[config.mk]
export PLATFORM = sky130hd
export DESIGN_NAME = stv_response_router
export DESIGN_NICKNAME = d
export VERILOG_FILES = /design/src/rtl/stv_response_router.sv
export SDC_FILE = /design/constraint.sdc
export NUM_CORES = 1
export LEC_CHECK = 0
export ABC_AREA = 0
export BUFFER_PORTS_ARGS = -buffer_cell sky130_fd_sc_hd__buf_2
export CAP_MARGIN = 0
export CORE_ASPECT_RATIO = 0.75
export CORE_MARGIN = 2
export CORE_UTILIZATION = 40
export CTS_CLUSTER_SIZE = 28
export DETAILED_ROUTE_END_ITERATION = 7
export GPL_TIMING_DRIVEN = 0
export PLACE_DENSITY = 0.78
export SLEW_MARGIN = 20
export SYNTH_ARGS = -nofsm -noshare
export SYNTH_HDL_FRONTEND = slang
export SYNTH_SLANG_ARGS = --single-unit
[constraint.sdc]
create_clock -name clk -period 3.9 [get_ports clk]
set_clock_uncertainty 0.15 [all_clocks]
set_input_delay 0.585 -clock clk [delete_from_list [all_inputs] [get_ports clk]]
set_output_delay 0.585 -clock clk [all_outputs]
set_load 0.005 [all_outputs]
[src/rtl/stv_response_router.sv]
// Response return path for a shared downstream port: records the granted
// requester of each issued request in order and steers responses back to it.
module stv_response_router #(
  parameter int OUTPUTS    = 8,
  parameter int DATA_WIDTH = 32,
  parameter int DEPTH      = 4
) (
  input  logic                         clk,
  input  logic                         arst,
  input  logic [OUTPUTS-1:0]           issue_gnt,
  input  logic                         issue_fire,
  output logic                         issue_ready,
  input  logic                         rsp_valid,
  output logic                         rsp_ready,
  input  logic [DATA_WIDTH-1:0]        rsp_data,
  output logic [OUTPUTS-1:0]           out_valid,
  input  logic [OUTPUTS-1:0]           out_ready,
  output logic [DATA_WIDTH-1:0]        out_data,
  output logic [$clog2(DEPTH+1)-1:0]   outstanding,
  output logic                         err
);

  localparam int IDXW = (OUTPUTS > 1) ? $clog2(OUTPUTS) : 1;
  localparam int PTRW = (DEPTH > 1) ? $clog2(DEPTH) : 1;
  localparam int CNTW = $clog2(DEPTH + 1);

  logic [IDXW-1:0] mem_q [DEPTH];
  logic [IDXW-1:0] mem_d [DEPTH];
  logic [PTRW-1:0] wr_ptr_q, wr_ptr_d;
  logic [PTRW-1:0] rd_ptr_q, rd_ptr_d;
  logic [CNTW-1:0] count_q, count_d;
  logic            err_q, err_d;

  logic [IDXW-1:0] gnt_idx;
  logic            gnt_any;
  logic [IDXW-1:0] head;
  logic            nonempty;
  logic            sel_ready;
  logic            push;
  logic            pop;

  // Pointers wrap at DEPTH, which need not be a power of two.
  function automatic logic [PTRW-1:0] ptr_inc(input logic [PTRW-1:0] p);
    return (p == PTRW'(DEPTH - 1)) ? '0 : p + 1'b1;
  endfunction

  // Lowest set grant bit wins if the vector is not one-hot.
  always_comb begin
    gnt_idx = '0;
    gnt_any = 1'b0;
    for (int i = OUTPUTS - 1; i >= 0; i--) begin
      if (issue_gnt[i]) begin
        gnt_idx = IDXW'(i);
        gnt_any = 1'b1;
      end
    end
  end

  assign issue_ready = (count_q < CNTW'(DEPTH));
  assign nonempty    = (count_q != '0);
  assign head        = mem_q[rd_ptr_q];
  assign out_data    = rsp_data;
  assign outstanding = count_q;
  assign err         = err_q;

  // When empty, responses are swallowed (rsp_ready high) and flagged.
  always_comb begin
    out_valid = '0;
    sel_ready = 1'b0;
    for (int i = 0; i < OUTPUTS; i++) begin
      if (head == IDXW'(i)) begin
        sel_ready    = out_ready[i];
        out_valid[i] = nonempty && rsp_valid;
      end
    end
    rsp_ready = nonempty ? sel_ready : 1'b1;
  end

  assign push = issue_fire && issue_ready && gnt_any;
  assign pop  = nonempty && rsp_valid && sel_ready;

  always_comb begin
    mem_d    = mem_q;
    wr_ptr_d = wr_ptr_q;
    rd_ptr_d = rd_ptr_q;
    count_d  = count_q;
    if (push) begin
      mem_d[wr_ptr_q] = gnt_idx;
      wr_ptr_d        = ptr_inc(wr_ptr_q);
    end
    if (pop) begin
      rd_ptr_d = ptr_inc(rd_ptr_q);
    end
    case ({push, pop})
      2'b10:   count_d = count_q + 1'b1;
      2'b01:   count_d = count_q - 1'b1;
      default: count_d = count_q;
    endcase
    err_d = (issue_fire && (!issue_ready || !gnt_any)) || (!nonempty && rsp_valid);
  end

  always_ff @(posedge clk or posedge arst) begin
    if (arst) begin
      for (int i = 0; i < DEPTH; i++) begin
        mem_q[i] <= '0;
      end
      wr_ptr_q <= '0;
      rd_ptr_q <= '0;
      count_q  <= '0;
      err_q    <= 1'b0;
    end else begin
      for (int i = 0; i < DEPTH; i++) begin
        mem_q[i] <= mem_d[i];
      end
      wr_ptr_q <= wr_ptr_d;
      rd_ptr_q <= rd_ptr_d;
      count_q  <= count_d;
      err_q    <= err_d;
    end
  end

endmodule
; ---- Word-level counts from Yosys, hierarchy flattened
; Cells that the tools add are included.
[totals]
out_inout_bits = 46
inputBits = 52
ram_bits = 0
word_cells = 86
register_bits = 20
memories = 0
mem_bits_ro = 0
latchBits = 0
[classes]
order_cmp = 4
n_reduce_logical = 15
n_eq_ne = 11
div = 0
bitwise = 2
add_sub_neg = 4
n_mux = 42
n_shift = 0
n_mul = 0
[op_table]
columns = op, count
row1 = 2-to-1 mux 3 bit, 11
row2 = 2-to-1 mux 1 bit, 25
row3 = bitwise mux 12 bit, 1
row4 = "equality test 3 bit, second input constant", 4
row5 = logical AND 1 bit, 7
row6 = binary-select mux 3 bit (select 2 bit), 1
row7 = demux 3 bit (select 2 bit), 1
row8 = "equality test 2 bit, second input constant", 3
row9 = "equality test 3 x 2 -> 1 bit, second input constant", 2
row10 = "greater-or-equal comparator 3 bit, second input constant", 2
row11 = inverter 2 -> 3 bit, 2
row12 = one-hot mux 3 bit (2 select lines), 1
row13 = "adder 2 x 1 -> 2 bit, second input constant", 2
row14 = 2-to-1 mux 2 bit, 2
row15 = "adder 3 x 1 -> 3 bit, second input constant", 1
row16 = "equality test 3 x 1 -> 1 bit, second input constant", 1
row17 = zero test 1 bit, 3
row18 = zero test 3 bit, 1
row19 = "less-than comparator 3 x 1 -> 1 bit, second input constant", 1
row20 = "less-than comparator 3 bit, second input constant", 1
row21 = nonzero test 3 bit, 1
row22 = "subtractor 3 x 1 -> 3 bit, second input constant", 1
row23 = "equality test 2 x 1 -> 1 bit, second input constant", 1
row24 = logical OR 1 bit, 2
row25 = nonzero test 2 bit, 1

; ---- Logic depth before layout (Yosys ltp)
[logic_depth]
ltp_word = 16
ltp_mapped = 11
mapped_depth_nobuf = 10

; ---- Least setup slack after synthesis
; No wires, ideal clock.
[synth_timing]
kind = register to register
start = register rd_ptr_q[0]
end = register count_q[2], in the netlist outstanding[2]
required_time_ns = 3.670
setup_slack_ns = 0.949
stages_incl_launch_ff = 11
n_path_buf = 0
setup_ns = 0.080
arrival_time_ns = 2.721
period_less_slack_ns = 2.951
path_cell_list = dfrtp_1 mux4_2 or3b_1 a21oi_1 o41a_1 ha_1 inv_1 fa_1 xor2_1 nor2_1 xnor2_1
[synth_via]
elab_chain_len = 16
word_cells_on_any_way = 25
cone_classes = 9 x eq/ne / 12 x mux / 1 x bitwise / 3 x reduce/logical
[synth_lines]
columns = element, line
row1 = from (decl), 30  ; logic [PTRW-1:0] rd_ptr_q, rd_ptr_d;
row2 = from (signal assigned), 116  ; rd_ptr_q <= rd_ptr_d;
row3 = inverter 2 -> 3 bit (not written as such) *, 61  ; assign head = mem_q[rd_ptr_q];
row4 = binary-select mux 3 bit (select 2 bit) *, 61
row5 = 2-to-1 mux 3 bit (not written as such) * (2 in a row), 61
row6 = zero test 3 bit, 71  ; if (head == IDXW'(i)) begin
row7 = 2-to-1 mux 1 bit (7 in a row), 71
row8 = 2-to-1 mux 1 bit *, 71
row9 = logical AND 1 bit *, 80  ; assign pop = nonempty && rsp_valid && sel_ready;
row10 = via pop, 40  ; logic pop;
row11 = equality test 2 x 1 -> 1 bit / equality test 2 bit (equally long branches), 94  ; case ({push, pop})
row12 = one-hot mux 3 bit (2 select lines) / nonzero test 2 bit (equally long branches), n/a
row13 = to (signal assigned), 117  ; count_q <= count_d;
row14 = to (decl), 31  ; logic [CNTW-1:0] count_q, count_d;
; The timed path passes the listed nets; every way through them passes the cells marked *. The select of a mux whose other input is x is not followed.
; A chain may end at the register's enable or synchronous reset.

; ---- Final worst setup path
[layout_timing]
start = register rd_ptr_q[0]
end = output port rsp_ready
[layout_via]
elab_chain_len = 14
word_cells_on_any_way = 21
cone_classes = 7 x eq/ne / 12 x mux / 1 x bitwise / 1 x reduce/logical
[layout_lines]
columns = element, line
row1 = inverter 2 -> 3 bit (not written as such) *, 61
row2 = binary-select mux 3 bit (select 2 bit) *, 61
row3 = 2-to-1 mux 3 bit (not written as such) * (2 in a row), 61
row4 = zero test 3 bit, 71
row5 = 2-to-1 mux 1 bit (7 in a row), 71
row6 = 2-to-1 mux 1 bit *, 71
row7 = 2-to-1 mux 1 bit *, 76  ; rsp_ready = nonempty ? sel_ready : 1'b1;
row8 = to (decl), 14  ; output logic rsp_ready,
; Mark *: on every way between the ends. The rest lies on a longest branch, timed or not. The select of a mux whose other input is x is not followed.

==> out/results.tsv <==
metric	value	unit
status	finished, final reports clean	
Pins Over Slew Limit	0	
layout cells sized above 1	53.7	%
Hold WS	0.304	ns
Synth Area per Inst	9.75	µm²
CP bufs+invs	1	
GRT overflow	0	
Fin Setup TNS	0	ns
final WL	3150	µm
chip height	55.9	µm
final-stage net count	276	
fin crit share	87.7	%
Setup Viol. Count Final	0	
slew margin rel.	50.2	%
Max IR drop VDD	437	µV
clock slew at reported path FFs	0.07	ns
unrepaired setup endpoints after global routing	false	
Root Buffer	clkbuf_8	
Die X	73.1	µm
critical path required time	3.16	ns
crit start category	flop	
area of the multi-input gates	644	µm²
cell count after placement	252	
antenna violations before repair	0	
CP Class	flop to output pin	
Detailed Place HPWL	2650	µm
CTS buffer count	3	
Synth Area in Compound Gates	4.97	%
Comb pwr share	52.3	%
FF+latch area	500	µm²
# clock sinks	20	
wire length per cell	12.3	µm
CP Capture Type	output pin	
Design Area, Final	1860	µm²
Synth top area share	34.9	%
routed via count	1159	
P_sw	0.408	mW
Clock Tree Buf Depth	2	
FF+latch count, synth	20	
adder-cell share of the synthesized area	6.63	%
cell leakage power	1.01	nW
mux contribution to synthesized area	17.1	%
Starting Density	42.7	%
routed vias/inst	4.53	
fillers	310	
Sequential Power Share	33.8	%
cts hold-fix bufs	0	
Routed Antenna Nets	0	
Min-Delay Path Class	input port to async pin	
CTS-repair resized insts	0	
Final Hold Fails	0	
Post-Syn Area	1430	µm²
number of core rows	18	
Post-Syn Instances	147	
crit-path max FO	9	
Non-Filler Instances	256	
GRT Overall Usage	14.7	%
cell taking the most area after synthesis	dfrtp_1	
Power Density	589	nW/µm²
number of port buffers	65	
Layout area overhead	30.0	%
syn_nets	206	
Sw Share	37.2	%
Remaining DRCs	0	
clock share of power	13.9	%
Critical Path Max Stage Delay	0.67	ns
die area	4080	µm²
DRT Pass-1 Iters	4	
Min Clock Period, post-route	3.42	ns
top post-synthesis cells by area	dfrtp_1 35%, buf_4 17%, mux2_2 9.4%	
Setup Fix Bufs, Post-CTS	0	
GP Congestion	0.774	
Tot Pwr	1.10	mW
simple-gate area share of the yosys netlist	14.4	%
IO Count	98	
Post-Synth XOR/XNOR Area	1.83	%
Worst path slowest cell	mux4_2	
global-route wire length before repair	4750	µm
CORE AREA	3360	µm²
CP top delay family	simple AND/OR/NAND/NOR gates	
vias in the first global route	1027	
Worst-Margin Slew	0.747	ns
Cell variety after synth	30	
clock insertion delay at the later pin of the skew report	0.25	ns
post-place instance area	1810	µm²
largest family of logic cells by synthesized area	buffers and inverters	
depth of the CTS H-tree	1	
CTS tree	yes	
Max-Cap Viols	0	
initial DRC count	26	
Pint	0.689	mW
cells along the critical path	mux4_2 > nor4bb_1 > a31o_1 > or2_0 > or4_1 > buf_2	
Ys Warns	0	
largest net degree at the start of global routing	21	
sequential area share after synthesis	34.9	%
# diodes	0	
maximum clock frequency	292	MHz
Critical Path AT	2.69	ns
-- layer usage --
metal	track usage (%)	part of all wire [%]
met5	0	0
met4	2.38	0.22
met3	3.80	7.9
met1	21.1	47
met2	22.7	45
-- Yosys cell counts, drive strengths merged --
| library cell | n |
|---|---|
| nor2 | 12 |
| xnor2 | 2 |
| mux2 | 14 |
| nor4bb | 1 |
| a21oi | 4 |
| nor2b | 2 |
| clkbuf | 1 |
| nand2 | 10 |
| mux4 | 3 |
| and2 | 1 |
| nand3 | 1 |
| buf | 32 |
| o21bai | 1 |
| o41a | 1 |
| a31o | 1 |
| o21ai | 3 |
| nor4 | 2 |
| or2 | 1 |
| ha | 6 |
| or3b | 1 |
| nand2b | 4 |
| xor2 | 1 |
| fa | 1 |
| mux2i | 2 |
| inv | 12 |
| or4 | 1 |
| nor3 | 6 |
| o32ai | 1 |
| dfrtp | 20 |
-- stage by stage --
| stage | util, % | setup WS [ns] |
|---|---|---|
| floorplan | - | 0.949 |
| global placement | 53.9 | 0.709 |
| detailed placement | 53.9 | 0.656 |
| CTS | 55.6 | 0.483 |
| global route | 55.6 | 0.366 |
| finish | 55.6 | 0.478 |
-- state kept, by name, summed over array words and instances, names as in the netlist --
register / count
err: 1
mem_q: 12
outstanding: 3
rd_ptr_q: 2
wr_ptr_q: 2
-- final cells by class --
class / count / share of cell area, %
clock buffers: 4 / 2.95
plain buffers: 33 / 13.1
well taps: 40 / 2.68
repair buffers: 65 / 17.4
multi-input cells: 82 / 34.6
inverters: 12 / 2.42
flip-flops and latches: 20 / 26.8
-- power by group through the flow --
stage	Combinational, mW	Clock [mW]	Sequential [mW]
2_1_floorplan	0.424	0	0.355
3_3_place_gp	0.560	0	0.369
3_5_place_dp	0.573	0	0.376
4_1_cts	0.577	0.158	0.372
5_1_grt	0.653	0.169	0.384
6_report	0.574	0.153	0.371
-- cells in the final DEF, fill, tap and decap left out, types with 3 or more instances in the layout --
cell type,n
a21oi_1,4
buf_2,65
buf_4,32
clkbuf_8,4
dfrtp_1,20
ha_1,6
inv_1,12
mux2_2,12
mux4_2,3
nand2_1,10
nand2b_1,4
nor2_1,12
nor3_1,6
o21ai_0,3
-- cell families (layout without fill, tap and decap cells) --
logic type                 after synthesis  in the layout
AOI/OAI and AO/OA                       11             11
xor gates and xnor gates                 3              3
adders and majority gates                7              7
buffers and inverters                   45            114
DFF                                     20             20
muxes                                   19             19
and+or+nand+nor                         42             42
-- final timing paths --
check                            startpoint             end  cells after the start  slack, ns
worst max-delay path            rd_ptr_q[0]       rsp_ready                      6       0.48
worst min-delay path                   arst        mem_q[8]                      2       0.30
worst max register to register  rd_ptr_q[0]  outstanding[2]                     10       0.63
worst min register to register     mem_q[6]        mem_q[6]                      1       0.36
max in group asynchronous              arst     rd_ptr_q[1]                      2       2.83
min in group clk                   mem_q[6]        mem_q[6]                      1       0.36
No activity file was read; power rests on OpenSTA's default activity.
